===== src/rtl/spi_pwm_config_if.sv =====
`default_nettype none
// ============================================================================
// Module   : spi_pwm_config_if
// Brief    : SPI pin bundle (SCLK/COPI/nCS/CIPO) between controller and peripheral.
// Revision : 1.0
// ============================================================================
interface spi_pwm_config_if;
    logic sclk;
    logic copi;
    logic ncs;
    logic cipo;

    modport master (output sclk, output copi, output ncs, input cipo);
    modport slave  (input sclk, input copi, input ncs, output cipo);
endinterface
`default_nettype wire


===== src/rtl/spi_pwm_config.sv =====
`default_nettype none
// ============================================================================
// Module   : spi_pwm_config
// Brief    : SPI write-frame receiver driving five 8-bit PWM config registers.
//            Optional readback on CIPO enabled by macro SPI_READBACK_EN.
// Revision : 1.0
// ============================================================================
module spi_pwm_config #(
    parameter int SYNC_STAGES = 2,
    parameter int MAX_ADDR    = 4
) (
    input  logic             clk,
    input  logic             rst,
    spi_pwm_config_if.slave  spi,
    output logic [7:0]       en_reg_out_7_0,
    output logic [7:0]       en_reg_out_15_8,
    output logic [7:0]       en_reg_pwm_7_0,
    output logic [7:0]       en_reg_pwm_15_8,
    output logic [7:0]       pwm_duty_cycle,
    output logic             wr_strobe
);

    localparam logic [1:0] c_idle   = 2'd0;
    localparam logic [1:0] c_shift  = 2'd1;
    localparam logic [1:0] c_commit = 2'd2;
    localparam logic [6:0] c_max_addr = 7'(MAX_ADDR);
    localparam logic [4:0] c_cnt_sat  = 5'd17;

    logic [SYNC_STAGES-1:0] r_sclk_sync;
    logic [SYNC_STAGES-1:0] r_copi_sync;
    logic [SYNC_STAGES-1:0] r_ncs_sync;
    logic                   r_sclk_hist;
    logic                   r_ncs_hist;

    logic [1:0]  r_state;
    logic [4:0]  r_cnt;
    logic [15:0] r_shift;
    logic [7:0]  r_cfg [0:4];

    logic        w_sclk_s;
    logic        w_copi_s;
    logic        w_ncs_s;
    logic        w_sclk_rise;
    logic        w_ncs_fall;
    logic        w_ncs_rise;
    logic [15:0] w_next_shift;
    logic        w_frame_ok;

    always_ff @(posedge clk or posedge rst) begin
        if (rst) begin
            r_sclk_sync <= '0;
            r_copi_sync <= '0;
            r_ncs_sync  <= '1;
            r_sclk_hist <= 1'b0;
            r_ncs_hist  <= 1'b1;
        end else begin
            r_sclk_sync <= {r_sclk_sync[SYNC_STAGES-2:0], spi.sclk};
            r_copi_sync <= {r_copi_sync[SYNC_STAGES-2:0], spi.copi};
            r_ncs_sync  <= {r_ncs_sync[SYNC_STAGES-2:0],  spi.ncs};
            r_sclk_hist <= r_sclk_sync[SYNC_STAGES-1];
            r_ncs_hist  <= r_ncs_sync[SYNC_STAGES-1];
        end
    end

    assign w_sclk_s     = r_sclk_sync[SYNC_STAGES-1];
    assign w_copi_s     = r_copi_sync[SYNC_STAGES-1];
    assign w_ncs_s      = r_ncs_sync[SYNC_STAGES-1];
    assign w_sclk_rise  = w_sclk_s & ~r_sclk_hist;
    assign w_ncs_fall   = ~w_ncs_s & r_ncs_hist;
    assign w_ncs_rise   = w_ncs_s & ~r_ncs_hist;
    assign w_next_shift = {r_shift[14:0], w_copi_s};
    assign w_frame_ok   = (r_cnt == 5'd16) && r_shift[15] && (r_shift[14:8] <= c_max_addr);

    // The write lands on the SHIFT->COMMIT edge; COMMIT is the cycle wr_strobe is high.
    always_ff @(posedge clk or posedge rst) begin
        if (rst) begin
            r_state   <= c_idle;
            r_cnt     <= '0;
            r_shift   <= '0;
            wr_strobe <= 1'b0;
            for (int i = 0; i < 5; i++) begin
                r_cfg[i] <= '0;
            end
        end else begin
            wr_strobe <= 1'b0;
            case (r_state)
                c_idle: begin
                    if (w_ncs_fall) begin
                        r_state <= c_shift;
                        r_cnt   <= '0;
                        r_shift <= '0;
                    end
                end
                c_shift: begin
                    if (w_ncs_rise) begin
                        r_state <= c_commit;
                        if (w_frame_ok) begin
                            wr_strobe <= 1'b1;
                            for (int i = 0; i < 5; i++) begin
                                if (r_shift[14:8] == 7'(i)) begin
                                    r_cfg[i] <= r_shift[7:0];
                                end
                            end
                        end
                    end else if (w_sclk_rise) begin
                        r_shift <= w_next_shift;
                        if (r_cnt != c_cnt_sat) begin
                            r_cnt <= r_cnt + 5'd1;
                        end
                    end
                end
                c_commit: begin
                    r_state <= c_idle;
                end
                default: begin
                    r_state <= c_idle;
                end
            endcase
        end
    end

    assign en_reg_out_7_0  = r_cfg[0];
    assign en_reg_out_15_8 = r_cfg[1];
    assign en_reg_pwm_7_0  = r_cfg[2];
    assign en_reg_pwm_15_8 = r_cfg[3];
    assign pwm_duty_cycle  = r_cfg[4];

`ifdef SPI_READBACK_EN
    logic       w_sclk_fall;
    logic [6:0] w_rd_addr;
    logic [7:0] w_rd_data;
    logic [7:0] r_rd_shift;
    logic       r_rd_active;
    logic       r_cipo;

    assign w_sclk_fall = ~w_sclk_s & r_sclk_hist;
    assign w_rd_addr   = w_next_shift[6:0];

    always_comb begin
        w_rd_data = '0;
        for (int i = 0; i < 5; i++) begin
            if ((w_rd_addr == 7'(i)) && (w_rd_addr <= c_max_addr)) begin
                w_rd_data = r_cfg[i];
            end
        end
    end

    // Header is complete on the 8th rising edge; the register is captured then.
    always_ff @(posedge clk or posedge rst) begin
        if (rst) begin
            r_cipo      <= 1'b0;
            r_rd_active <= 1'b0;
            r_rd_shift  <= '0;
        end else if ((r_state != c_shift) || w_ncs_rise) begin
            r_cipo      <= 1'b0;
            r_rd_active <= 1'b0;
        end else if (w_sclk_rise && (r_cnt == 5'd7) && !w_next_shift[7]) begin
            r_rd_active <= 1'b1;
            r_cipo      <= w_rd_data[7];
            r_rd_shift  <= {w_rd_data[6:0], 1'b0};
        end else if (w_sclk_fall && r_rd_active) begin
            r_cipo      <= r_rd_shift[7];
            r_rd_shift  <= {r_rd_shift[6:0], 1'b0};
        end
    end

    assign spi.cipo = r_cipo;
`else
    assign spi.cipo = 1'b0;
`endif

endmodule
`default_nettype wire


===== src/flat_wrapper.sv =====
// flat-port wrapper written by rule: the top's interface ports become plain ports
module spi_pwm_config_flat 
#(
    parameter int SYNC_STAGES = 2,
    parameter int MAX_ADDR    = 4
)
  (clk, rst, en_reg_out_7_0, en_reg_out_15_8, en_reg_pwm_7_0, en_reg_pwm_15_8, pwm_duty_cycle, wr_strobe, spi_sclk, spi_copi, spi_ncs, spi_cipo);
  spi_pwm_config_if spi_i ();
  input  logic clk;
  input  logic rst;
  output logic [7:0] en_reg_out_7_0;
  output logic [7:0] en_reg_out_15_8;
  output logic [7:0] en_reg_pwm_7_0;
  output logic [7:0] en_reg_pwm_15_8;
  output logic [7:0] pwm_duty_cycle;
  output logic wr_strobe;
  input wire logic [$bits(spi_i.sclk)-1:0] spi_sclk;
  input wire logic [$bits(spi_i.copi)-1:0] spi_copi;
  input wire logic [$bits(spi_i.ncs)-1:0] spi_ncs;
  output wire logic [$bits(spi_i.cipo)-1:0] spi_cipo;
  assign spi_i.sclk = spi_sclk;
  assign spi_i.copi = spi_copi;
  assign spi_i.ncs = spi_ncs;
  assign spi_cipo = spi_i.cipo;
  spi_pwm_config #(.SYNC_STAGES(SYNC_STAGES), .MAX_ADDR(MAX_ADDR)) u_core (.clk(clk), .rst(rst), .spi(spi_i), .en_reg_out_7_0(en_reg_out_7_0), .en_reg_out_15_8(en_reg_out_15_8), .en_reg_pwm_7_0(en_reg_pwm_7_0), .en_reg_pwm_15_8(en_reg_pwm_15_8), .pwm_duty_cycle(pwm_duty_cycle), .wr_strobe(wr_strobe));
endmodule

===== config.mk =====
export PLATFORM = sky130hd
export DESIGN_NAME = spi_pwm_config_flat
export DESIGN_NICKNAME = d
export VERILOG_FILES = /design/src/rtl/spi_pwm_config_if.sv /design/src/rtl/spi_pwm_config.sv /design/src/flat_wrapper.sv
export SDC_FILE = /design/constraint.sdc
export NUM_CORES = 1
export LEC_CHECK = 0
export ABC_AREA = 1
export BUFFER_PORTS_ARGS = -buffer_cell sky130_fd_sc_hd__buf_2
export CAP_MARGIN = 10
export CELL_PAD_IN_SITES_DETAIL_PLACEMENT = 1
export CELL_PAD_IN_SITES_GLOBAL_PLACEMENT = 1
export CORE_MARGIN = 2
export CORE_UTILIZATION = 30
export CTS_BUF_LIST = sky130_fd_sc_hd__clkbuf_8
export CTS_CLUSTER_SIZE = 10
export DETAILED_ROUTE_END_ITERATION = 12
export PLACE_DENSITY_LB_ADDON = 0.3
export SKIP_LAST_GASP = 1
export SYNTH_ARGS = -nofsm -noshare
export SYNTH_HDL_FRONTEND = slang
export SYNTH_SLANG_ARGS = --single-unit

===== constraint.sdc =====
create_clock -name clk -period 2.8 [get_ports clk]
set_input_delay 0.28 -clock clk [delete_from_list [all_inputs] [get_ports clk]]
set_output_delay 0.28 -clock clk [all_outputs]
set_load 0.01 [all_outputs]

==> flow_summary.ini, run 1 <==
[run_status]
outcome = complete, but fails checks
violations = negative hold slack

[logic_synthesis]
synth_edf_count = 0
synth_area_per_cell_sq_um = 8.45
synth_fp_nets = 403
netlist.area_leader.share = 0.517
synth_top_cell_by_area = dfrtp_1
synth_cell_type_count = 27
synth_seq_cells = 72
synth-async-reset-ratio = 1.00
synthCells = 395
synth_area_leaders = dfrtp_1 52%, nand2_1 12%, inv_1 7.8%
yosys_warnings = 0
ys.flop_type = dfrtp_1
ys_seq_area_frac = 0.541
syn-cell-area_sq_um = 3340

[grt]
grt_pass1_wl_microns = 14000
track_usage = 0.155
grt_antenna_before_repair = 0
grt_pass1_vias = 2833
grt_max_degree = 73
overflow = 0

[sta]
setup_violations = 0
period_share = 0.703
finalHoldViolCount = 2
min_period_ps = 1970
hold_slack_ps = -1.91
maxSlewHeadroom = 0.658
drv_slew = 0
tns_ps = 0
fmax_mhz = 508
rsz0062_at_grt = no
tightest_slew_ps = 511
finalClockSkew_ps = 12.5

[finish]
mostFrequentLayoutCell = nand2_1
syn2layout_area_growth_pct = 16.9
register_area_sq_um = 1810
fillCellCount = 1333
final_cell_mix = 109 x nand2_1, 70 x inv_1, 69 x dfrtp_1
antenna_cells = 0
finish.net_count = 451
multiInputGateArea_sq_um = 1180
drive_gt1_frac = 0.219

[clock_tree]
cts_sinks = 72
clock-root-buffer = clkbuf_8
clockBufferDepth = 2
path_clk_slew_ps = 80
holdBufCountCts = 0
post-cts-setup-buffers = 0
cts_tree = done
cts_resized = 0
clock_latency_ps = 360
ctsHtreeMaxLevel = 3
cts_buffers = 9

[worst_setup_path]
slowest_stage = dfrtp_1
crit_chain = nor2_2, nand2_2, nand2_2, nand2_2, nor2_4, nand3_1, nand2_1, inv_1
r2r_start = u_core.r_shift[9]
worstSetupStartpointType = flop
worstReg2RegEnd = u_core.en_reg_out_15_8[7]
path_delay_family = simple AND/OR/NAND/NOR gates
cpPeakStageDelay_ps = 570
end_kind = flop
path_max_fanout = 24
critical_path_buf_inv_count = 1
critPathRequiredTime_ps = 3050
critical_path_class = flop to flop
cpMostUsedCell = nand2_2
worst-r2r-setup-slack_ps = 830
r2r_cells = 8
worstPathArrival_ps = 2210

[drt]
wl_per_cell_microns = 14.1
vias_per_cell = 4.49
ant_nets = 0
drt_iter0_drc = 128
vias = 2641
drcViolationCount = 0
drt_pass1_iterations = 4
routed_wirelength_microns = 8280

[flow_run]
drv_cap = 0

[die]
die_w_microns = 109
rows = 38
coreArea_sq_um = 10800
ios = 47
initial_core_util = 0.308
die_area_sq_um = 12000
die_y_microns = 109

[place]
dp_hpwl_microns = 5990
port-buffer-count = 45
globalplace.congestion = 0.717

[power]
p_leak_nw = 2.20
ir_worst_vdd_uv = 166
power_density_nw_per_um2 = 534

[hold_path]
holdCritPathClass = primary input to async pin
-- tightest hold or removal path, delay by kind of cell --
kind / cells / cell delay, ps
buffers and inverters: 3 / 480
-- area by class of cell --
type,instances,share of cell area
multi-input cells,235,0.302
repair buffers,47,0.0647
well taps,140,0.0449
flip-flops and latches,72,0.463
clock inverters,5,0.0122
inverters,78,0.0750
clock buffers,11,0.0388
-- power breakdown --
group | internal [mW] | leakage [nW] | switching [mW]
registers | 1.07 | 0.980 | 0.0264
clock network | 0.451 | 0.112 | 0.388
logic | 0.0363 | 1.10 | 0.117
-- worst max-delay path by stage --
| stage | endpoint | from | slack (ps) | cells past startpoint |
|---|---|---|---|---|
| after floorplan | u_core.en_reg_out_15_8[0] | rst | 700 | 1 |
| after global placement | u_core.en_reg_pwm_7_0[3] | u_core.r_shift[9] | 900 | 8 |
| after detailed placement | u_core.en_reg_out_15_8[7] | u_core.r_shift[9] | 850 | 8 |
| after CTS | u_core.en_reg_out_15_8[7] | u_core.r_shift[9] | 830 | 8 |
| after global routing | u_core.en_reg_out_15_8[7] | u_core.r_shift[9] | 640 | 8 |
| final | u_core.en_reg_out_15_8[7] | u_core.r_shift[9] | 830 | 8 |
-- per-layer routing --
metal	GRT usage	share of wire	vias to the layer above
li1	-	-	1310
met1	0.206	0.48	1277
met2	0.246	0.47	42
met3	0.0302	0.032	12
met4	0.0678	0.021	0
met5	0	0	-
-- cells in the mapped netlist (3+ instances only) --
| master | number |
|---|---|
| nor2_1 | 11 |
| o21ai_0 | 19 |
| nand2_2 | 3 |
| nand2_1 | 109 |
| dfrtp_1 | 69 |
| buf_4 | 6 |
| nand3_1 | 46 |
| dfstp_2 | 3 |
| inv_1 | 69 |
| nor2_2 | 5 |
| nand4_1 | 16 |
| ha_1 | 3 |
| nor2_4 | 8 |
| inv_2 | 9 |
-- logic make-up after synthesis --
logic type      synth area share
other cells              0.00112
buf+inv                    0.106
flops                      0.541
fa+ha+maj                 0.0112
compound gates            0.0356
simple gates               0.300
xor+xnor                 0.00525
-- sequential cells by signal, summed over array words and instances, names as in the netlist --
register,cells
u_core.r_ncs_sync,2
u_core.en_reg_pwm_15_8,8
u_core.r_copi_sync,2
u_core.r_cnt,5
u_core.r_sclk_sync,2
u_core.en_reg_out_15_8,8
u_core.r_sclk_hist,1
u_core.en_reg_out_7_0,8
u_core.r_ncs_hist,1
u_core.wr_strobe,1
u_core.en_reg_pwm_7_0,8
u_core.r_state,2
u_core.r_shift,16
u_core.pwm_duty_cycle,8
-- through the flow --
stage	utilization	setup slack (ps)	cells	power [mW]	area, sq um
finish	0.360	832	588	2.08	3900
detailed placement	0.342	852	572	1.27	3700
global placement	0.342	901	572	1.26	3700
CTS	0.360	831	588	2.12	3900
floorplan	-	700	395	1.22	3340
global route	0.360	639	588	2.20	3900
No activity file was read; power rests on OpenSTA's default activity.
==> inputs of run 2 (changes only) <==
Clock period 2.8 ns to 2.1 ns, I/O delays scaled along.
==> run 2 against run 1 <==
  * The run now ends clean
  * Clock power up 74%
  * Utilization up 1.3 points
  * Cell count rose by 1.4%
  * Sequential cell count unchanged
  * Register-to-register slack worse by 520 ps
  * Setup slack lost 520 ps
  * Design area is 3.6% higher
  * Worst hold slack better by 350 ps
  * Critical endpoint is now u_core.en_reg_out_7_0[5]
  * Highest routed layer unchanged
==> flow_summary.ini, run 2 (synthesis results as in run 1) <==
[grt]
grt_pass1_vias = 2696
track_usage = 0.148
grt_antenna_before_repair = 0
grt_max_degree = 73
grt_pass1_wl_microns = 13400
overflow = 0

[clock_tree]
clockBufferDepth = 2
clock-root-buffer = clkbuf_8
clock_latency_ps = 360
cts_buffers = 9
cts_sinks = 72
path_clk_slew_ps = 80
ctsHtreeMaxLevel = 3
cts_tree = done
cts_resized = 0

[sta]
setup_violations = 0
tns_ps = 0
period_share = 0.850
finalHoldViolCount = 0
drv_slew = 0
min_period_ps = 1780
rsz0062_at_grt = no
finalClockSkew_ps = 12.2
fmax_mhz = 560

[hold_path]
holdPathEnd = u_core.r_copi_sync[1]
min_from = u_core.r_copi_sync[0]
holdCritPathClass = flop to flop
min_path_cells = 0

[worst_setup_path]
critical_path_class = flop to flop
end_kind = flop
path_max_fanout = 8
worstSetupStartpointType = flop
worstReg2RegEnd = u_core.en_reg_out_7_0[5]
r2r_start = u_core.r_cnt[0]
worst-r2r-setup-slack_ps = 320
r2r_cells = 9
crit_start = u_core.r_cnt[0]
critPathRequiredTime_ps = 2350
worstPathArrival_ps = 2030

[drt]
vias = 2650
ant_nets = 0
vias_per_cell = 4.45
drt_pass1_iterations = 4
drcViolationCount = 0
wl_per_cell_microns = 13.4
drt_iter0_drc = 85
routed_wirelength_microns = 8010

[finish]
final_cell_mix = 109 x nand2_1, 69 x inv_1, 69 x dfrtp_1
mostFrequentLayoutCell = nand2_1
antenna_cells = 0
top_register = u_core.r_shift
drive_gt1_frac = 0.226
syn2layout_area_growth_pct = 21.1
final_cell_area_sq_um = 4040
finish.net_count = 459
largest_reg_flops = 16

[die]
coreArea_sq_um = 10800
rows = 38
die_area_sq_um = 12000
initial_core_util = 0.308
die_w_microns = 109
ios = 47
die_y_microns = 109

[flow_run]
drv_cap = 0

[place]
dpl-instance-area_sq_um = 3730
port-buffer-count = 45
globalplace.congestion = 0.761
dp_hpwl_microns = 5770

[power]
p_leak_nw = 2.26
power_mw = 3.13
ir_worst_vdd_uv = 306
power_density_nw_per_um2 = 775

[run_status]
outcome = finished clean
==> run 2: changes by cell type in the layout (fill, tap and decap cells not counted) <==
| cell | delta |
|---|---|
| clkbuf_8 | -1 |
| dlygate4sd3_1 | +4 |
| inv_1 | -1 |
| clkinv_2 | -2 |
| buf_4 | +4 |
| clkinvlp_4 | +1 |
| bufinv_16 | +3 |
==> run 2: worst max-delay path by stage <==
stage	slack (ps)	end
3_5_place_dp	300	u_core.en_reg_out_7_0[5]
6_report	320	u_core.en_reg_out_7_0[5]
2_1_floorplan	70	u_core.en_reg_out_15_8[0]
5_1_grt	80	u_core.r_cnt[0]
3_3_place_gp	390	u_core.en_reg_pwm_15_8[0]
4_1_cts	290	u_core.en_reg_pwm_15_8[4]
==> run 2: final cells by class <==
type,count,area (sq um)
Clock buffer,10,138
Clock inverter,6,131
Fill cell,1320,6800
Inverter,78,293
Multi-Input combinational cell,235,1180
Sequential cell,72,1810
Tap cell,140,175
Timing Repair Buffer,55,323
==> run 2: worst max-delay path: stages, from the launching register on <==
cell and delay (ps):
dfrtp_1 430, inv_1 90, ha_1 140, nand2_1 60, nor2_2 180, nand2_1 80
nor2_1 240, nand4_2 270, nand2_1 130, nand2_1 60
==> run 2: timing repair <==
item,in CTS,in global routing
buffers inserted,0,0
hold buffers,4,0
hold endpoints to repair,72,0
==> run 2: power by group <==
part / total [mW] / internal [mW] / leakage (nW) / switching, mW
registers: 1.46 / 1.42 / 0.980 / 0.0355
logic: 0.219 / 0.0608 / 1.14 / 0.158
clock network: 1.46 / 0.937 / 0.134 / 0.520
total: 3.13 / 2.42 / 2.26 / 0.714
==> run 2: stage by stage <==
stage               worst slack [ps]  hold WS, ps  std cells  utilization
floorplan                       70.0          214        395            -
global placement                 389          315        576        0.345
detailed placement               299          317        576        0.345
CTS                              292          356        596        0.373
global route                    77.5          363        596        0.373
finish                           315          353        596        0.373
==> run 2: metal layers <==
metal | vias to the layer above | track usage | wire (microns)
li1 | 1324 | - | -
met1 | 1275 | 0.202 | 3880
met2 | 42 | 0.230 | 3750
met3 | 9 | 0.0285 | 253
met4 | 0 | 0.0597 | 130
met5 | - | 0 | 0
